**src/rtl/mmio_uart_tx.sv**
```systemverilog
// mmio_uart_tx: memory-mapped UART transmitter with a small TX FIFO.
// A 4-byte register window at BASE_ADDR feeds an 8N1 serialiser.
// Optional build macro: UART_PARITY_EN adds an even-parity bit (8E1).
// Ports:
//   clk, rst_n          clock (rising edge), async active-low reset
//   address[7:0]        CPU bus address
//   write_enable        CPU write strobe; one write per rising strobe
//   write_data[7:0]     CPU write data
//   read_data[7:0]      register read data, combinational from address
//   selected            address falls inside the window, combinational
//   tx                  serial output, idle high
//   irq_empty           FIFO empty and transmitter idle (registered)
// Registers: 0 DATA (W push), 1 STATUS {count,ovf,busy,empty,full},
//            2 DIV (bit period = DIV+1 clocks), 3 reserved.
module mmio_uart_tx #(
    parameter logic [7:0] BASE_ADDR       = 8'hFC,
    parameter int         FIFO_DEPTH      = 4,
    parameter logic [7:0] DEFAULT_DIVISOR = 8'd103
) (
    input  logic       clk,
    input  logic       rst_n,
    input  logic [7:0] address,
    input  logic       write_enable,
    input  logic [7:0] write_data,
    output logic [7:0] read_data,
    output logic       selected,
    output logic       tx,
    output logic       irq_empty
);

    localparam int PW = $clog2(FIFO_DEPTH);
    localparam int CW = $clog2(FIFO_DEPTH + 1);
    localparam logic [CW-1:0] DEPTH_C = CW'(FIFO_DEPTH);

    typedef enum logic [2:0] {
        S_IDLE,
        S_START,
        S_DATA,
`ifdef UART_PARITY_EN
        S_PARITY,
`endif
        S_STOP
    } state_t;

    logic          r_we_q;
    logic [7:0]    r_mem [FIFO_DEPTH];
    logic [PW-1:0] r_wptr;
    logic [PW-1:0] r_rptr;
    logic [CW-1:0] r_count;
    logic          r_ovf;
    logic [7:0]    r_div;
    state_t        r_state;
    logic [7:0]    r_shift;
    logic [7:0]    r_div_act;
    logic [7:0]    r_timer;
    logic [2:0]    r_bitcnt;
    logic          r_irq;
`ifdef UART_PARITY_EN
    logic          r_par;
`endif

    logic          w_wr;
    logic          w_push_req;
    logic          w_push;
    logic          w_pop;
    logic          w_empty;
    logic          w_full;
    logic          w_busy;
    logic          w_bit_end;
    state_t        w_state_n;
    logic [7:0]    w_shift_n;
    logic [7:0]    w_div_act_n;
    logic [7:0]    w_timer_n;
    logic [2:0]    w_bitcnt_n;

    assign selected   = (address[7:2] == BASE_ADDR[7:2]);
    // Edge-detect the strobe so a held write_enable produces one write.
    assign w_wr       = write_enable & ~r_we_q & selected;
    assign w_push_req = w_wr & (address[1:0] == 2'd0);
    assign w_empty    = (r_count == '0);
    assign w_full     = (r_count == DEPTH_C);
    assign w_busy     = (r_state != S_IDLE);
    // A pop in the same cycle frees a slot, so a push into a full FIFO lands.
    assign w_push     = w_push_req & (~w_full | w_pop);
    assign irq_empty  = r_irq;

    always_comb begin
        read_data = 8'h00;
        if (selected) begin
            unique case (address[1:0])
                2'd1:    read_data = {4'(r_count), r_ovf, w_busy,
                                      w_empty, w_full};
                2'd2:    read_data = r_div;
                default: read_data = 8'h00;
            endcase
        end
    end

    always_comb begin
        w_state_n   = r_state;
        w_shift_n   = r_shift;
        w_div_act_n = r_div_act;
        w_bitcnt_n  = r_bitcnt;
        w_pop       = 1'b0;
        tx          = 1'b1;
        w_bit_end   = (r_timer == r_div_act);
        w_timer_n   = w_bit_end ? 8'd0 : r_timer + 8'd1;
        unique case (r_state)
            S_IDLE: begin
                w_timer_n = 8'd0;
                if (!w_empty) begin
                    w_pop       = 1'b1;
                    w_shift_n   = r_mem[r_rptr];
                    w_div_act_n = r_div;
                    w_bitcnt_n  = 3'd0;
                    w_state_n   = S_START;
                end
            end
            S_START: begin
                tx = 1'b0;
                if (w_bit_end) w_state_n = S_DATA;
            end
            S_DATA: begin
                tx = r_shift[0];
                if (w_bit_end) begin
                    w_shift_n  = {1'b0, r_shift[7:1]};
                    w_bitcnt_n = r_bitcnt + 3'd1;
                    if (r_bitcnt == 3'd7) begin
`ifdef UART_PARITY_EN
                        w_state_n = S_PARITY;
`else
                        w_state_n = S_STOP;
`endif
                    end
                end
            end
`ifdef UART_PARITY_EN
            S_PARITY: begin
                tx = r_par;
                if (w_bit_end) w_state_n = S_STOP;
            end
`endif
            S_STOP: begin
                if (w_bit_end) w_state_n = S_IDLE;
            end
            default: w_state_n = S_IDLE;
        endcase
    end

    always_ff @(posedge clk) begin
        if (w_push) r_mem[r_wptr] <= write_data;
    end

    always_ff @(posedge clk or negedge rst_n) begin
        if (!rst_n) begin
            r_we_q    <= 1'b0;
            r_wptr    <= '0;
            r_rptr    <= '0;
            r_count   <= '0;
            r_ovf     <= 1'b0;
            r_div     <= DEFAULT_DIVISOR;
            r_state   <= S_IDLE;
            r_shift   <= 8'h00;
            r_div_act <= 8'h00;
            r_timer   <= 8'h00;
            r_bitcnt  <= 3'd0;
            r_irq     <= 1'b1;
        end else begin
            r_we_q    <= write_enable;
            r_state   <= w_state_n;
            r_shift   <= w_shift_n;
            r_div_act <= w_div_act_n;
            r_timer   <= w_timer_n;
            r_bitcnt  <= w_bitcnt_n;
            r_irq     <= w_empty & ~w_busy;
            if (w_push) r_wptr <= r_wptr + 1'b1;
            if (w_pop)  r_rptr <= r_rptr + 1'b1;
            unique case ({w_push, w_pop})
                2'b10:   r_count <= r_count + 1'b1;
                2'b01:   r_count <= r_count - 1'b1;
                default: r_count <= r_count;
            endcase
            if (w_push_req & ~w_push)
                r_ovf <= 1'b1;
            else if (w_wr & (address[1:0] == 2'd1))
                r_ovf <= 1'b0;
            if (w_wr & (address[1:0] == 2'd2))
                r_div <= write_data;
        end
    end

`ifdef UART_PARITY_EN
    always_ff @(posedge clk or negedge rst_n) begin
        if (!rst_n)    r_par <= 1'b0;
        else if (w_pop) r_par <= ^r_mem[r_rptr];
    end
`endif

endmodule

```
**config.mk**
```make
export PLATFORM = sky130hd
export DESIGN_NAME = mmio_uart_tx
export DESIGN_NICKNAME = d
export VERILOG_FILES = /design/src/rtl/mmio_uart_tx.sv
export SDC_FILE = /design/constraint.sdc
export NUM_CORES = 1
export LEC_CHECK = 0
export ABC_CLOCK_PERIOD_IN_PS = 3000
export CORE_ASPECT_RATIO = 0.5
export CORE_MARGIN = 2
export CORE_UTILIZATION = 45
export DETAILED_ROUTE_END_ITERATION = 10
export PLACE_DENSITY = 0.72
export SLEW_MARGIN = 15
export SYNTH_ARGS = -nofsm -noshare
export SYNTH_HDL_FRONTEND = slang
export SYNTH_SLANG_ARGS = --single-unit
```
**constraint.sdc**
```tcl
create_clock -name clk -period 3 [get_ports clk]
set_input_delay 0.6 -clock clk [delete_from_list [all_inputs] [get_ports clk]]
set_output_delay 0.6 -clock clk [all_outputs]
set_load 0.1 [all_outputs]
```
== Word-level counts from Yosys, hierarchy flattened ==
Memories as Yosys holds them, arrays and structs flattened.
Cells that the tools add are included.
Cells by class
  bitwise gates (word level): 14
  equality and inequality tests: 16
  reduce and logical (&&, ||, !) cells: 10
  mux-type cells: 24
  $add $sub $neg: 6
Operators by type and width (number)
  8-bit 2-to-1 mux: 5
  8-bit case mux with 2 select lines: 2
  3-bit 2-to-1 mux: 7
  3-bit case mux with 2 select lines: 2
  3-bit case mux with 4 select lines: 1
  2-bit inequality test, second input constant: 5
  8-bit by 1-bit adder with 8-bit output, second input constant: 1
  1-bit AND: 8
  8-bit == test: 1
  3-bit by 1-bit adder with 3-bit output, second input constant: 2
  3-bit by 2-bit == test with 1-bit output, second input constant: 2
  3-bit == test, second input constant: 2
  6-bit == test, second input constant: 1
  3-bit logical NOT: 2
  1-bit 2-to-1 mux: 6
  2-bit nonzero test: 3
  1-bit NOT: 5
  5-bit AND reduction: 1
  2-bit by 1-bit adder with 2-bit output, second input constant: 2
  2-bit by 1-bit == test with 1-bit output, second input constant: 2
  2-bit == test, second input constant: 2
  3-bit by 1-bit == test with 1-bit output, second input constant: 1
  3-bit AND reduction: 1
  3-bit nonzero test: 1
  5 further kinds: 5
Word-level totals
  register bits: 48
  memory bits (writable): 32
  memories: 1
Memories
  r_mem: depth 4, width 8, read ports 1, clocked after Yosys merged registers in 0, write ports 1, RTL line 46  | logic [7:0] r_mem [FIFO_DEPTH];

== Logic depth before layout (Yosys ltp) ==
  depth after elaboration: 8
  gate-level depth with buffers: 9
  mapped depth without buffers: 8

== Worst setup path before layout ==
No wires, ideal clock.
  path kind: input to output
  start: input address[5]
  end: output read_data[0]
  setup slack: -1443 ps
  required time: 2400 ps
  data arrival time: 3843 ps
  stages: 4
  buffers on the path: 0
  cell sequence: nand4_1 > nor2_1 > nand2_1 > nor2_1
On the way
  word-level cells in the longest chain between the ends: 2
RTL lines
  from (decl): RTL line 22  | input logic [7:0] address,
  6-bit == test: RTL line 76  | assign selected = (address[7:2] == BASE_ADDR[7:2]);
  net selected: RTL line 26  | output logic selected,
  8-bit 2-to-1 mux: RTL line 89  | if (selected) begin
  to (decl): RTL line 25  | output logic [7:0] read_data,
The timed path passes the listed nets, and every way through them passes these cells.

== Worst setup path after layout ==
  start: input address[5]
  end: output read_data[5]
On the way
  word-level cells in the longest chain between the ends: 2
RTL lines (RTL line)
  6-bit == test: 76
  8-bit 2-to-1 mux: 89
No other way between the ends.

==> reports/qor.csv <==
metric;value;unit
diode insertion count for antenna repair;0;
Critical path buffers and inverters;2;
class of the tightest hold or removal check;in2async;
CTS tree;yes;
total clock buffers created by CTS;9;
proportion of power drawn by the clock network;26.4;%
slew at the pin with the worst max-slew slack;0.6090;ns
average wire per standard cell;16.35;um
Crit path required time;2.40;ns
DRT antenna net count;0;
highest achievable clock rate;361.2;MHz
Pre-Repair DR Iteration Count;4;
count of filler cells inserted in the layout;641;
Period minus WS final;2.768;ns
first-pass GRT wire length;12100;um
quantity of gates resized following cts;0;
number of H-tree levels;3;
Synth Area per Inst;12.57;um^2
Syn-to-layout area delta;23.40;%
highest net fanout along the worst path;7;
total of hold buffers inserted after clock tree synthesis;0;
Max VDD drop;410.8;uV
Psw;1.448;mW
internal power of the cells;2.539;mW
initial drt markers;239;
Detail Placement HPWL;5107;um
power after layout;3.986;mW
die boundary width;131.3;um
proportion of synthesized area in mux cells;8.339;%
cell count after placement;427;
arithmetic-cell share of the synthesized area counting full adders, half adders and majority gates;5.353;%
crit path DAT;2.17;ns
fraction of final layout cells sized beyond drive strength 1;21.45;%
total global-route track usage;18.03;%
number of max-slew violations in the final report;0;
Clk pin slew, worst setup/hold paths;0.06;ns
worst path cell trace;clkdlybuf4s50_1 -> nand4_1 -> nor2_4 -> nand2_1 -> nor2_2 -> buf_12;
share of the synthesized area in the top cell type;28.14;%
Vert. Die Dim;67.65;um
CP startpoint kind;primary input;
switching part of the total power;36.31;%
worst slew margin relative to its limit;59.08;%
path depth of the worst reg2reg path;7;
biggest area consumer among synthesized cells;sky130_fd_sc_hd__dfrtp_1;
remaining design rule violation count;0;
Final Skew;0.007044;ns
GPL Wtd Cong;0.8170;
Top FF cell, synth;sky130_fd_sc_hd__dfrtp_1;
Synth Area in Simple Gates;13.52;%
most common library cell in the layout ignoring fill and taps;sky130_fd_sc_hd__dfrtp_1;
worst reg-to-reg setup slack;0.63;ns
buffer depth of the longest clock path;2;
share of power burned in combinational logic;36.5;%
kind of critical path;in2out;
Post-synth EDFFs;32;
library cell contributing the largest single delay on the critical path;sky130_fd_sc_hd__clkdlybuf4s50_1;
total number of cells along the worst setup path;6;
total via count in the routed design;2364;
max-cap violations;0;
leakage power total;1.849;nW
count of buffers from port buffering;29;
number of global-route vias before repair;2416;
final setup violation count;0;
clock sink total;79;
largest cells by area after synthesis;sky130_fd_sc_hd__dfrtp_1 28%, sky130_fd_sc_hd__edfxtp_1 26%, sky130_fd_sc_hd__mux4_2 4.9%;
synth unique cells;39;
grt ovf;0;
synthesized net count;324;
portion of the post-synthesis area used by sequential elements;58.82;%
status;completed;
critical path's top delay family;simple AND/OR/NAND/NOR gates;
combinational family with the most area after synthesis;simple AND/OR/NAND/NOR gates;
routed wire length;7245;um
initial antenna violation count;0;
cell area after synthesis;3646;um^2
share of the core filled with cells;56.65;%
share of the cycle needed by the critical path after routing;92.28;%
final layout net count;360;
pin count of the biggest net entering global routing;48;
Clock Latency Late Sink;0.33;ns
register bit total from synthesis;79;
count of yosys warnings during synthesis;0;
routed vias/inst;5.336;
floorplan row count;23;
cell at the root of the clock tree;sky130_fd_sc_hd__clkbuf_16;
gate count after technology mapping;290;
category of the worst setup path capture point;primary output;
critical register-to-register path startpoint;r_count[0]$_DFFE_PN0P_;
delay of the slowest critical-path stage;0.46;ns
number of standard cells in the layout, taps in and fillers out;443;
Setup Fix Bufs, Post-CTS;0;
power density over cell area;886.0;nW/um^2
sequential share of power;37.1;%
final count of hold timing violations;0;
tightest hold margin;0.2627;ns
post-synthesis compound-gate area fraction;7.172;%
share of flip-flops with an asynchronous set or reset;59.49;%
Floorplan Core Area;7943;um^2
commonest cells after routing, fill and taps aside;41 x sky130_fd_sc_hd__dfrtp_1, 38 x sky130_fd_sc_hd__nand2_1, 32 x sky130_fd_sc_hd__edfxtp_1;
effective utilization at floorplan;45.90;%
I/O pins;30;
RSZ-0062 raised after global routing;no;
endpoint of the worst register-to-register path;r_count[2]$_DFFE_PN0P_;
full die area;8882;um^2
area share of xor/xnor cells in the synthesized design;4.564;%
-- synthesized netlist by cell type (7+ instances only) --
cell type                  number
sky130_fd_sc_hd__a21oi_1       10
sky130_fd_sc_hd__dfrtp_1       41
sky130_fd_sc_hd__edfxtp_1      32
sky130_fd_sc_hd__ha_1          14
sky130_fd_sc_hd__inv_1          9
sky130_fd_sc_hd__mux2_2        10
sky130_fd_sc_hd__mux4_2         8
sky130_fd_sc_hd__nand2_1       38
sky130_fd_sc_hd__nand3_1       11
sky130_fd_sc_hd__nand4b_1       8
sky130_fd_sc_hd__nor2_1        18
sky130_fd_sc_hd__o21ai_0       11
sky130_fd_sc_hd__o22ai_1        7
sky130_fd_sc_hd__xor2_1        13
-- state kept, by name (all words and copies together), names as in the netlist --
register	flops
r_shift	8
r_wptr	2
r_rptr	2
r_count	3
r_state	2
r_div	8
r_timer	8
r_ovf	1
r_we_q	1
r_mem	32
r_div_act	8
irq_empty	1
r_bitcnt	3
-- worst max path at each step --
stage,end,startpoint
final,read_data[5],address[5]
after global routing,read_data[0],address[3]
after CTS,read_data[5],address[5]
after detailed placement,read_data[5],address[5]
after global placement,read_data[2],address[5]
after floorplan,read_data[0],address[5]
-- layer usage --
layer | vias up | wire, um | track usage [%]
li1 | 1118 | - | -
met1 | 1192 | 3411 | 23.30
met2 | 50 | 3514 | 30.46
met3 | 4 | 272 | 4.655
met4 | 0 | 46 | 6.114
met5 | - | 0 | 0
-- through the flow --
stage | cell area (um^2) | setup TNS, ns | setup WS, ns
floorplan | 3676 | -1.254 | -0.2090
global placement | 4208 | 0 | 0.2693
detailed placement | 4208 | 0 | 0.2008
CTS | 4497 | 0 | 0.2009
global route | 4499 | 0 | 0.1270
finish | 4499 | 0 | 0.2317
-- kinds of logic (layout without fill, tap and decap cells) --
kind of cell,count (synthesis),after routing
XOR/XNOR,19,19
multiplexers,19,19
flip-flops,79,79
AND/OR/NAND/NOR,97,97
adder cells (fa/ha/maj),15,15
buffers and inverters,21,62
AO/OA/AOI/OAI,40,40
-- layout make-up --
type                            instances  area [um^2]  area share [%]
Clock buffer                           10        229.0           5.089
Clock inverter                          6        60.06           1.335
Inverter                               10        37.54          0.8343
Multi-Input combinational cell        190         1450           32.23
Sequential cell                        79         2145           47.66
Tap cell                              112        140.1           3.115
Timing Repair Buffer                   36        437.9           9.733
-- power groups by stage --
stage / combinational [mW] / sequential (mW) / clock (mW)
final: 1.45 / 1.48 / 1.05
after global routing: 1.61 / 1.51 / 1.12
after CTS: 1.46 / 1.48 / 1.07
after detailed placement: 1.44 / 1.50 / 0
after global placement: 1.39 / 1.48 / 0
after floorplan: 1.12 / 1.42 / 0
No activity file was read; power rests on OpenSTA's default activity.
